**src/rtl/multi_pulse_stretcher.sv**
```systemverilog
// multi_pulse_stretcher: per-channel trigger synchroniser, edge detector and
// retriggerable one-shot producing pulses of exactly stretch_len clk cycles.
module multi_pulse_stretcher #(
    parameter int CHANNELS    = 4,
    parameter int CNT_W       = 16,
    parameter int SYNC_STAGES = 2
) (
    input  logic                clk,
    input  logic                rst,
    input  logic [CHANNELS-1:0] i_trig,
    input  logic [CHANNELS-1:0] i_en,
    input  logic [CHANNELS-1:0] i_retrig_en,
    input  logic [CNT_W-1:0]    i_stretch_len,
    input  logic [CHANNELS-1:0] i_ovr_clr,
    output logic [CHANNELS-1:0] o_pulse_out,
    output logic [CHANNELS-1:0] o_done,
    output logic [CHANNELS-1:0] o_overrun
);
    typedef enum logic {IDLE = 1'b0, ACTIVE = 1'b1} state_t;

    logic [CHANNELS-1:0] w_s;
    logic [CHANNELS-1:0] r_s_d;
    logic [CHANNELS-1:0] w_edge;
    logic                w_len_nz;

    assign w_len_nz = |i_stretch_len;

    if (SYNC_STAGES == 0) begin : g_nosync
        assign w_s = i_trig;
    end else begin : g_sync
        logic [CHANNELS-1:0] r_sync [SYNC_STAGES];
        always_ff @(posedge clk or posedge rst) begin
            if (rst) begin
                for (int k = 0; k < SYNC_STAGES; k++) r_sync[k] <= '0;
            end else begin
                r_sync[0] <= i_trig;
                for (int k = 1; k < SYNC_STAGES; k++) r_sync[k] <= r_sync[k-1];
            end
        end
        assign w_s = r_sync[SYNC_STAGES-1];
    end

    // s_d resets low so a trigger held through reset release still yields one edge
    always_ff @(posedge clk or posedge rst) begin
        if (rst) r_s_d <= '0;
        else     r_s_d <= w_s;
    end

    assign w_edge = w_s & ~r_s_d;

    for (genvar c = 0; c < CHANNELS; c++) begin : g_ch
        state_t           r_state, w_state_nxt;
        logic [CNT_W-1:0] r_cnt, w_cnt_nxt;
        logic             r_done, w_done_nxt;
        logic             r_ovr, w_ovr_nxt;
        logic             w_accept;
        logic             w_drop;

        always_ff @(posedge clk or posedge rst) begin
            if (rst) begin
                r_state <= IDLE;
                r_cnt   <= '0;
                r_done  <= 1'b0;
                r_ovr   <= 1'b0;
            end else begin
                r_state <= w_state_nxt;
                r_cnt   <= w_cnt_nxt;
                r_done  <= w_done_nxt;
                r_ovr   <= w_ovr_nxt;
            end
        end

        always_comb begin
            w_state_nxt = r_state;
            w_cnt_nxt   = r_cnt;
            w_done_nxt  = 1'b0;
            w_accept    = w_edge[c] & i_en[c] & w_len_nz & ((r_state == IDLE) | i_retrig_en[c]);
            w_drop      = (r_state == ACTIVE) & w_edge[c] & i_en[c] & w_len_nz & ~i_retrig_en[c];
            if (r_state == IDLE) begin
                if (w_accept) begin
                    w_state_nxt = ACTIVE;
                    w_cnt_nxt   = i_stretch_len;
                end
            end else if (!i_en[c]) begin
                w_state_nxt = IDLE;
                w_cnt_nxt   = '0;
            end else if (w_accept) begin
                w_cnt_nxt = i_stretch_len;
            end else if (r_cnt == CNT_W'(1)) begin
                w_state_nxt = IDLE;
                w_cnt_nxt   = '0;
                w_done_nxt  = 1'b1;
            end else begin
                w_cnt_nxt = r_cnt - CNT_W'(1);
            end
            w_ovr_nxt = w_drop | (r_ovr & ~i_ovr_clr[c]);
        end

        assign o_pulse_out[c] = (r_state == ACTIVE);
        assign o_done[c]      = r_done;
        assign o_overrun[c]   = r_ovr;
    end
endmodule

```
**config.mk**
```make
export PLATFORM = sky130hd
export DESIGN_NAME = multi_pulse_stretcher
export DESIGN_NICKNAME = d
export VERILOG_FILES = /design/src/rtl/multi_pulse_stretcher.sv
export SDC_FILE = /design/constraint.sdc
export NUM_CORES = 1
export LEC_CHECK = 0
export BUFFER_PORTS_ARGS = -buffer_cell sky130_fd_sc_hd__buf_2
export CAP_MARGIN = 5
export CORE_MARGIN = 5
export CORE_UTILIZATION = 55
export DETAILED_ROUTE_END_ITERATION = 12
export PLACE_DENSITY = 0.74
export SLEW_MARGIN = 25
export SYNTH_ARGS = -nofsm -noshare
export SYNTH_HDL_FRONTEND = slang
export SYNTH_SLANG_ARGS = --single-unit
export TNS_END_PERCENT = 100
```
**constraint.sdc**
```tcl
create_clock -name clk -period 3.11 [get_ports clk]
set_clock_uncertainty 0.1 [all_clocks]
set_input_delay 0.311 -clock clk [delete_from_list [all_inputs] [get_ports clk]]
set_output_delay 0.311 -clock clk [all_outputs]
set_load 0.05 [all_outputs]
```
# Yosys cells after proc, flatten, opt, wreduce, memory -nomap -nowiden
# Cells that the tools add are included.
# W data, S select, Z words.
[classes] n_div=0 shifts=0 eq_ne=4 order_cmp=0 n_mux=56 addsub=4 bitwise=54 multipliers=0 reduce_logical=5
[ops] op="$mux W16" n=20
[ops] op="$eq A16 B1 Y1 const B" n=4
[ops] op="$sub A16 B1 Y16 const B" n=4
[ops] op="$mux W1" n=36
[ops] op="$and A1 B1 Y1" n=32
[ops] op="$reduce_or A16 Y1" n=1
[ops] op="$not A1 Y1" n=12
[ops] op="$or A1 B1 Y1" n=8
[ops] op="$reduce_bool A2 Y1" n=4
[ops] op="$and A4 B4 Y4" n=1
[ops] op="$not A4 Y4" n=1
[word_totals] romBits=0 ff_bits=88 latch_bits=0 output_inout_bits=12 word_cells=142 ramBits=0 in_bits=34 memories=0

# Logic depth before layout (Yosys ltp)
# Gate-level depths: netlist of run 1.
[logic_depth] ltp_word=8 mapped_depth=8 depth_no_buf=7

# Least setup slack after synthesis of run 1
# OpenSTA, ideal clock, no wires.
[synth_path] path_kind="register to register" startpoint="register g_ch[0].r_cnt[8]" endpoint="register g_ch[0].r_cnt[6]" arrival_ps=1823 path_stages_with_launch=7 t_required_ps=2884 synth_period_minus_slack_ps=2049 path_slack_ps=1061 setup_ps=126 path_buffers=1 path_cell_list="dfrtp_1 > or4_4 > nor4b_4 > nand2_2 > buf_2 > a32oi_1 > o21ai_1"
[synth_via] elab_chain_len=5
[synth_lines] element="start, declared" line_no="53" source="logic [CNT_W-1:0] r_cnt, w_cnt_nxt;"
[synth_lines] element="start signal, assigned" line_no="67" source="r_cnt <= w_cnt_nxt;"
[synth_lines] element="$eq A16 B1 Y1" line_no="89" source="end else if (r_cnt == CNT_W'(1)) begin"
[synth_lines] element="$mux W16" line_no="89"
[synth_lines] element="$mux W16" line_no="87" source="end else if (w_accept) begin"
[synth_lines] element="$mux W16" line_no="84" source="end else if (!i_en[c]) begin"
[synth_lines] element="$mux W16" line_no="79" source="if (r_state == IDLE) begin"
# Every way passes these cells.
# A chain may end at the register's enable or synchronous reset.

# Worst setup path in the final report of run 1
[layout_path] startpoint="register g_ch[1].r_cnt[0]" endpoint="register g_ch[1].r_state"
[layout_via] elab_chain_len=5
[layout_lines] element="start, declared" line_no="53"
[layout_lines] element="start signal, assigned" line_no="67"
[layout_lines] element="$eq A16 B1 Y1" line_no="89"
[layout_lines] element="$mux W1" line_no="89"
[layout_lines] element="$mux W1" line_no="87"
[layout_lines] element="$mux W1" line_no="84"
[layout_lines] element="$mux W1" line_no="79"
[layout_lines] element="named net g_ch[1].w_state_nxt" line_no="52" source="state_t r_state, w_state_nxt;"
[layout_lines] element="end signal, assigned" line_no="66" source="r_state <= w_state_nxt;"
[layout_lines] element="end, declared" line_no="52"
# The timed path passes the listed nets, and every way through them passes these cells.

==> results of run 1 <==
[worst register-to-register path, delay by kind of cell, from the launching register on]
family,cells,cell delay [ns]
AOI/OAI and AO/OA,3,1.13
and+or+nand+nor,1,0.54
DFF,1,0.49
adders and majority gates,1,0.21
[timing repair]
item | CTS | global route
hold buffers | 5 | 0
endpoints found under the setup margin | 0 | 0
gates resized for setup | 0 | 0
hold endpoints to repair | 39 | 0
[registers in the layout, summed over array words and instances, names as in the netlist]
register / cells
w_s: 4
g_sync.r_sync: 4
g_ch.r_cnt: 64
r_s_d: 4
g_ch.r_done: 4
g_ch.r_ovr: 4
g_ch.r_state: 4
[routing by layer]
layer	part of all wire, %	up-vias
li1	-	2251
met1	45	2387
met2	46	197
met3	6.7	28
met4	2.3	0
met5	0	-
[metrics by stage]
step,hold WS (ns),power [W],utilization [%],instances
3_5_place_dp,0.236,0.00319,59.0,741
2_1_floorplan,0.231,0.00280,-,588
5_1_grt,0.0259,0.00438,61.8,762
4_1_cts,0.00958,0.00409,61.8,762
3_3_place_gp,0.235,0.00314,59.0,741
6_report,0.0193,0.00411,61.8,762
[final cells by class]
type	instances	area share, %
clock buffer	10	2.30
clock inverter	6	1.38
inverter	27	1.72
multi-input combinational	438	48.9
sequential	88	36.8
tap	133	2.78
timing repair buffer	60	6.07
[layout by cell type, fill, tap and decap left out, types with 16 or more instances in the layout]
cell type  synthesis  routed
dfrtp_1           88      88
nor2_1            54      54
nand2_1           54      54
buf_2             12      45
inv_1             27      26
mux2i_1           25      25
nand3_1           24      24
xnor2_1           24      24
a22oi_1           17      17
o32ai_1           16      16
[cells by family (layout without fill, tap and decap cells)]
group           count (synthesis)  in the layout
compound gates                133            133
mux                            25             25
flops                          88             88
xor+xnor                       33             33
simple gates                  239            239
buf+inv                        62            103
fa+ha+maj                       8              8
[report_power, final]
group	switching, W	internal [W]
sequential	0.000368	0.00139
clock	0.000427	0.000471
combinational	0.000791	0.000668
total	0.00159	0.00253
[worst paths after layout]
path	depth (start not counted)	start	slack, ns	to
max in group asynchronous	4	rst	1.70	g_ch[2].r_cnt[11]
hold reg to reg	0	g_sync.r_sync[5]	0.24	w_s[1]
min in group asynchronous	3	rst	0.52	g_ch[3].r_cnt[9]
hold / removal	2	i_ovr_clr[1]	0.02	g_ch[1].r_ovr
setup / recovery	5	g_ch[1].r_cnt[0]	0.50	g_ch[1].r_state
setup reg to reg	5	g_ch[1].r_cnt[0]	0.50	g_ch[1].r_state
==> impl_metrics.ini, run 1 <==
[global_routing]
grtUsageTotal_pct = 25.4
use_met3_pct = 2.82
gr-usage-met2_pct = 38.4
gr-total-overflow = 0
grt_max_degree = 46
antenna_found_initial = 0
gr-max-usage-layer = met2
grt_pass1_wl_mm = 24.1
use_met1_pct = 37.8
grt_pass1_vias = 4648

[final_layout]
layout-drive-gt1-share_pct = 16.1
area_growth_pct = 10.2
finalNetCount = 666
antenna_cells = 0
n_fill_cell = 818
design_area_mm2 = 0.00598
multi_input_area_mm2 = 0.00293
regArea_mm2 = 0.00220

[yosys]
synthXorXnorAreaFrac_pct = 5.33
muxShareOfSynthArea_pct = 4.61
yosysMostFrequentCell = dfrtp_1
yosysWarnings = 0
synthFlopType = dfrtp_1
synth_area_per_cell_um2 = 9.23
yosys.area_share.simple_pct = 24.5
yosysTopAreaCell = dfrtp_1
synthTopCellsByArea = dfrtp_1 41%, mux2i_1 4.6%, xnor2_1 3.9%, nand2_1 3.7%, nor2_1 3.7%
ys_ff_latch = 88
ys_types = 67
netlist_area_mm2 = 0.00543
synthTopCellsByCount = 88 x dfrtp_1, 54 x nand2_1, 54 x nor2_1
ys_seq_area_share_pct = 40.6
synth_top_family_by_area = simple AND/OR/NAND/NOR gates
synth_fa_ha_area_share_pct = 1.84
ys_async_sr_fraction_pct = 100
synthCells = 588
synth_top_area_share_pct = 40.6
synth_edf_count = 0
synth_compound_area_share_pct = 17.7
syn_nets = 630

[sta]
tightestPinTransition_ns = 0.923
max_freq_ghz = 0.383
setup_slack_ns = 0.502
min_period_ns = 2.61
setup_tns_ns = 0
slew_headroom_pct = 38.2
setup_viol = 0
finalCritPeriodShare_pct = 83.9
drv_slew = 0
rsz0062_at_grt = no
hold_viol = 0

[cts]
post_cts_buffers = 0
clock_latency_ns = 0.37
cts_sinks = 88
cts_buffers = 9
cts-htree-levels = 3
cts_root_buffer = clkbuf_8
cts_tree = done
path_clk_slew_ns = 0.10
clk_path_buf_depth = 2

[placement]
gp_congestion = 0.911
postPlaceCellArea_mm2 = 0.00571
dp_slack_ns = 0.478
port_buffers = 45
place_hpwl_mm = 9.84

[detailed_routing]
vias = 4863
first_pass_iters = 5
wl_per_cell_um = 19.1
drt-total-wl_mm = 14.6
viasPerCell = 6.38
drt_iter0_drc = 390
drc_errors = 0
ant_nets = 0

[die]
die_w_um = 109
initial_utilization_pct = 56.0
num_rows = 36
io_pins = 46
coreArea_mm2 = 0.00968
die_y_um = 109
die-area_mm2 = 0.0120

[worst_setup_path]
crit_path_end_kind = flip-flop
worstPathArrival_ns = 2.72
path_class = reg -> reg
crit_family = compound AO/OA/AOI/OAI gates
crit_path_top_delay_cell = a31oi_1
worstPathRequired_ns = 3.22
path_cells = ha_1, nor4b_1, a41oi_1, a31oi_1, o21ai_0
cp-start-kind = flip-flop
crit_fanout = 7
cp_slowest_stage_delay_ns = 0.64
cp_num_buf_inv = 0

[job]
max_cap_violations = 0

[power]
power_density_mw_per_mm2 = 687
ir_worst_vdd_v = 0.000360
leakage_nw = 2.54

[min_path]
min_path_type = in -> reg

[outcome]
status = finished, final reports clean
Power figures use the tool's default switching activity.
==> run 2: changes to the inputs <==
--- a/config.mk
+++ b/config.mk
@@ -10,7 +10,7 @@
 export CORE_MARGIN = 5
 export CORE_UTILIZATION = 55
 export DETAILED_ROUTE_END_ITERATION = 12
-export PLACE_DENSITY = 0.74
+export PLACE_DENSITY = 0.77
 export SLEW_MARGIN = 25
 export SYNTH_ARGS = -nofsm -noshare
 export SYNTH_HDL_FRONTEND = slang
==> constraint.sdc (replaced) <==
create_clock -name clk -period 2.2 [get_ports clk]
set_clock_uncertainty 0.1 [all_clocks]
set_input_delay 0.22 -clock clk [delete_from_list [all_inputs] [get_ports clk]]
set_output_delay 0.22 -clock clk [all_outputs]
set_load 0.05 [all_outputs]
==> impl_metrics.ini, run 2 (synthesis results as in run 1) <==
[worst_setup_path]
r2r_cells = 6
cp-start-kind = flip-flop
path_cells = or4_4, nor4b_4, buf_4, nand2_2, or4_1, nand3_1
r2r_slack_ns = 0.09
worstPathArrival_ns = 2.33
crit_path_top_delay_cell = or4_4
path_class = reg -> reg
crit_fanout = 5
cp_slowest_stage_delay_ns = 0.54
worstPathRequired_ns = 2.42
crit_path_end_kind = flip-flop

[die]
die_w_um = 109
initial_utilization_pct = 56.0
coreArea_mm2 = 0.00968
die_y_um = 109
io_pins = 46
num_rows = 36
die-area_mm2 = 0.0120

[sta]
drv_slew = 0
hold_viol = 0
setup_tns_ns = 0
setup_viol = 0
tightestPinTransition_ns = 0.792
min_period_ns = 2.11
finalCritPeriodShare_pct = 95.9
slew_headroom_pct = 47.0
rsz0062_at_grt = yes
max_freq_ghz = 0.474

[detailed_routing]
drt_iter0_drc = 474
ant_nets = 0
drc_errors = 0
viasPerCell = 6.31
drt-total-wl_mm = 15.5
first_pass_iters = 5
vias = 5117
wl_per_cell_um = 19.2

[placement]
port_buffers = 45
place_hpwl_mm = 10.9
gp_congestion = 0.937

[outcome]
status = finished, final reports clean

[final_layout]
layout-drive-gt1-share_pct = 22.1
final_common_cell = dfrtp_1
largest_register_ffs = 64
most-common-layout-cells = 88 x dfrtp_1, 53 x nor2_1, 53 x nand2_1, 53 x buf_4, 45 x buf_2
final_util_pct = 66.2
largest-register = g_ch.r_cnt
finalNetCount = 715
area_growth_pct = 18.1
n_fill_cell = 749
antenna_cells = 0

[cts]
cts_tree = done
cts_root_buffer = clkbuf_8
clock_latency_ns = 0.39
cts-htree-levels = 3
cts_buffers = 9
clk_path_buf_depth = 2
post_cts_buffers = 0
cts_sinks = 88
path_clk_slew_ns = 0.09

[global_routing]
gr-total-overflow = 0
antenna_found_initial = 0
grt_pass1_vias = 4930
grt_max_degree = 89
grt_pass1_wl_mm = 25.5
grtUsageTotal_pct = 27.6

[power]
power_density_mw_per_mm2 = 938
ir_worst_vdd_v = 0.000416
leakage_nw = 2.78

[min_path]
min_path_type = in -> reg
whs_path_depth = 3

[job]
max_cap_violations = 0
run 2: cell count changes in the layout (fill, tap and decap cells not counted), sizes merged:
| cell | change |
|---|---|
| dlygate4sd3 | +4 |
| buf | +45 |
| clkinv | -2 |
| clkbuf | +3 |
| bufinv | -1 |
run 2: timing repair:
item / 4_1_cts / 5_1_grt
resized for setup: 0 / 9
hold endpoints to repair: 96 / 0
hold buffers: 9 / 0
endpoints found under the setup margin: 0 / 33
run 2: power breakdown:
part	internal [W]	total (W)	switching [W]
combinational	0.00110	0.00236	0.00126
sequential	0.00196	0.00246	0.000502
clock	0.000585	0.00120	0.000610
run 2: cell type report:
type	count	area (um^2)	area share (%)
clock buffers	13	159	2.48
clock inverters	3	40.0	0.625
inverters	27	105	1.64
multi-input cells	438	2990	46.6
flip-flops and latches	88	2200	34.3
well taps	133	166	2.60
repair buffers	109	753	11.7
run 2: worst paths after layout:
| kind | from | end |
|---|---|---|
| worst min register to register | g_sync.r_sync[7] | w_s[3] |
| max in group asynchronous | rst | g_ch[3].r_cnt[7] |
| worst max register to register | g_ch[0].r_cnt[6] | g_ch[0].r_cnt[13] |
| min in group asynchronous | rst | g_ch[1].r_cnt[4] |
| worst max-delay path | g_ch[0].r_cnt[6] | g_ch[0].r_cnt[13] |
| worst min-delay path | i_retrig_en[2] | g_ch[2].r_ovr |
run 2: per-layer routing:
layer  track usage, %  share of wire (%)  wire length, um  up-vias
li1                 -                  -                -     2355
met1             38.4                 42             6530     2466
met2             41.8                 45             7070      232
met3             4.17                7.6             1190       64
met4             14.7                4.9              763        0
met5                0                  0                0        -
run 2: metrics by stage:
stage	total power, W	hold WS (ns)	setup slack, ns	area, um^2	std cells
2_1_floorplan	0.00396	0.151	0.151	5430	588
3_3_place_gp	0.00459	0.228	0.0832	6060	786
3_5_place_dp	0.00470	0.230	0.0265	6060	786
4_1_cts	0.00592	0.0162	0.0131	6350	811
5_1_grt	0.00641	0.0274	-0.0820	6410	811
6_report	0.00602	0.0287	0.0900	6410	811
run 2: worst max-delay path: cells and delay by family, from the launching register on:
kind                   cells  cell delay, ns
buffers and inverters      1            0.17
DFF                        1            0.43
and+or+nand+nor            5            1.34
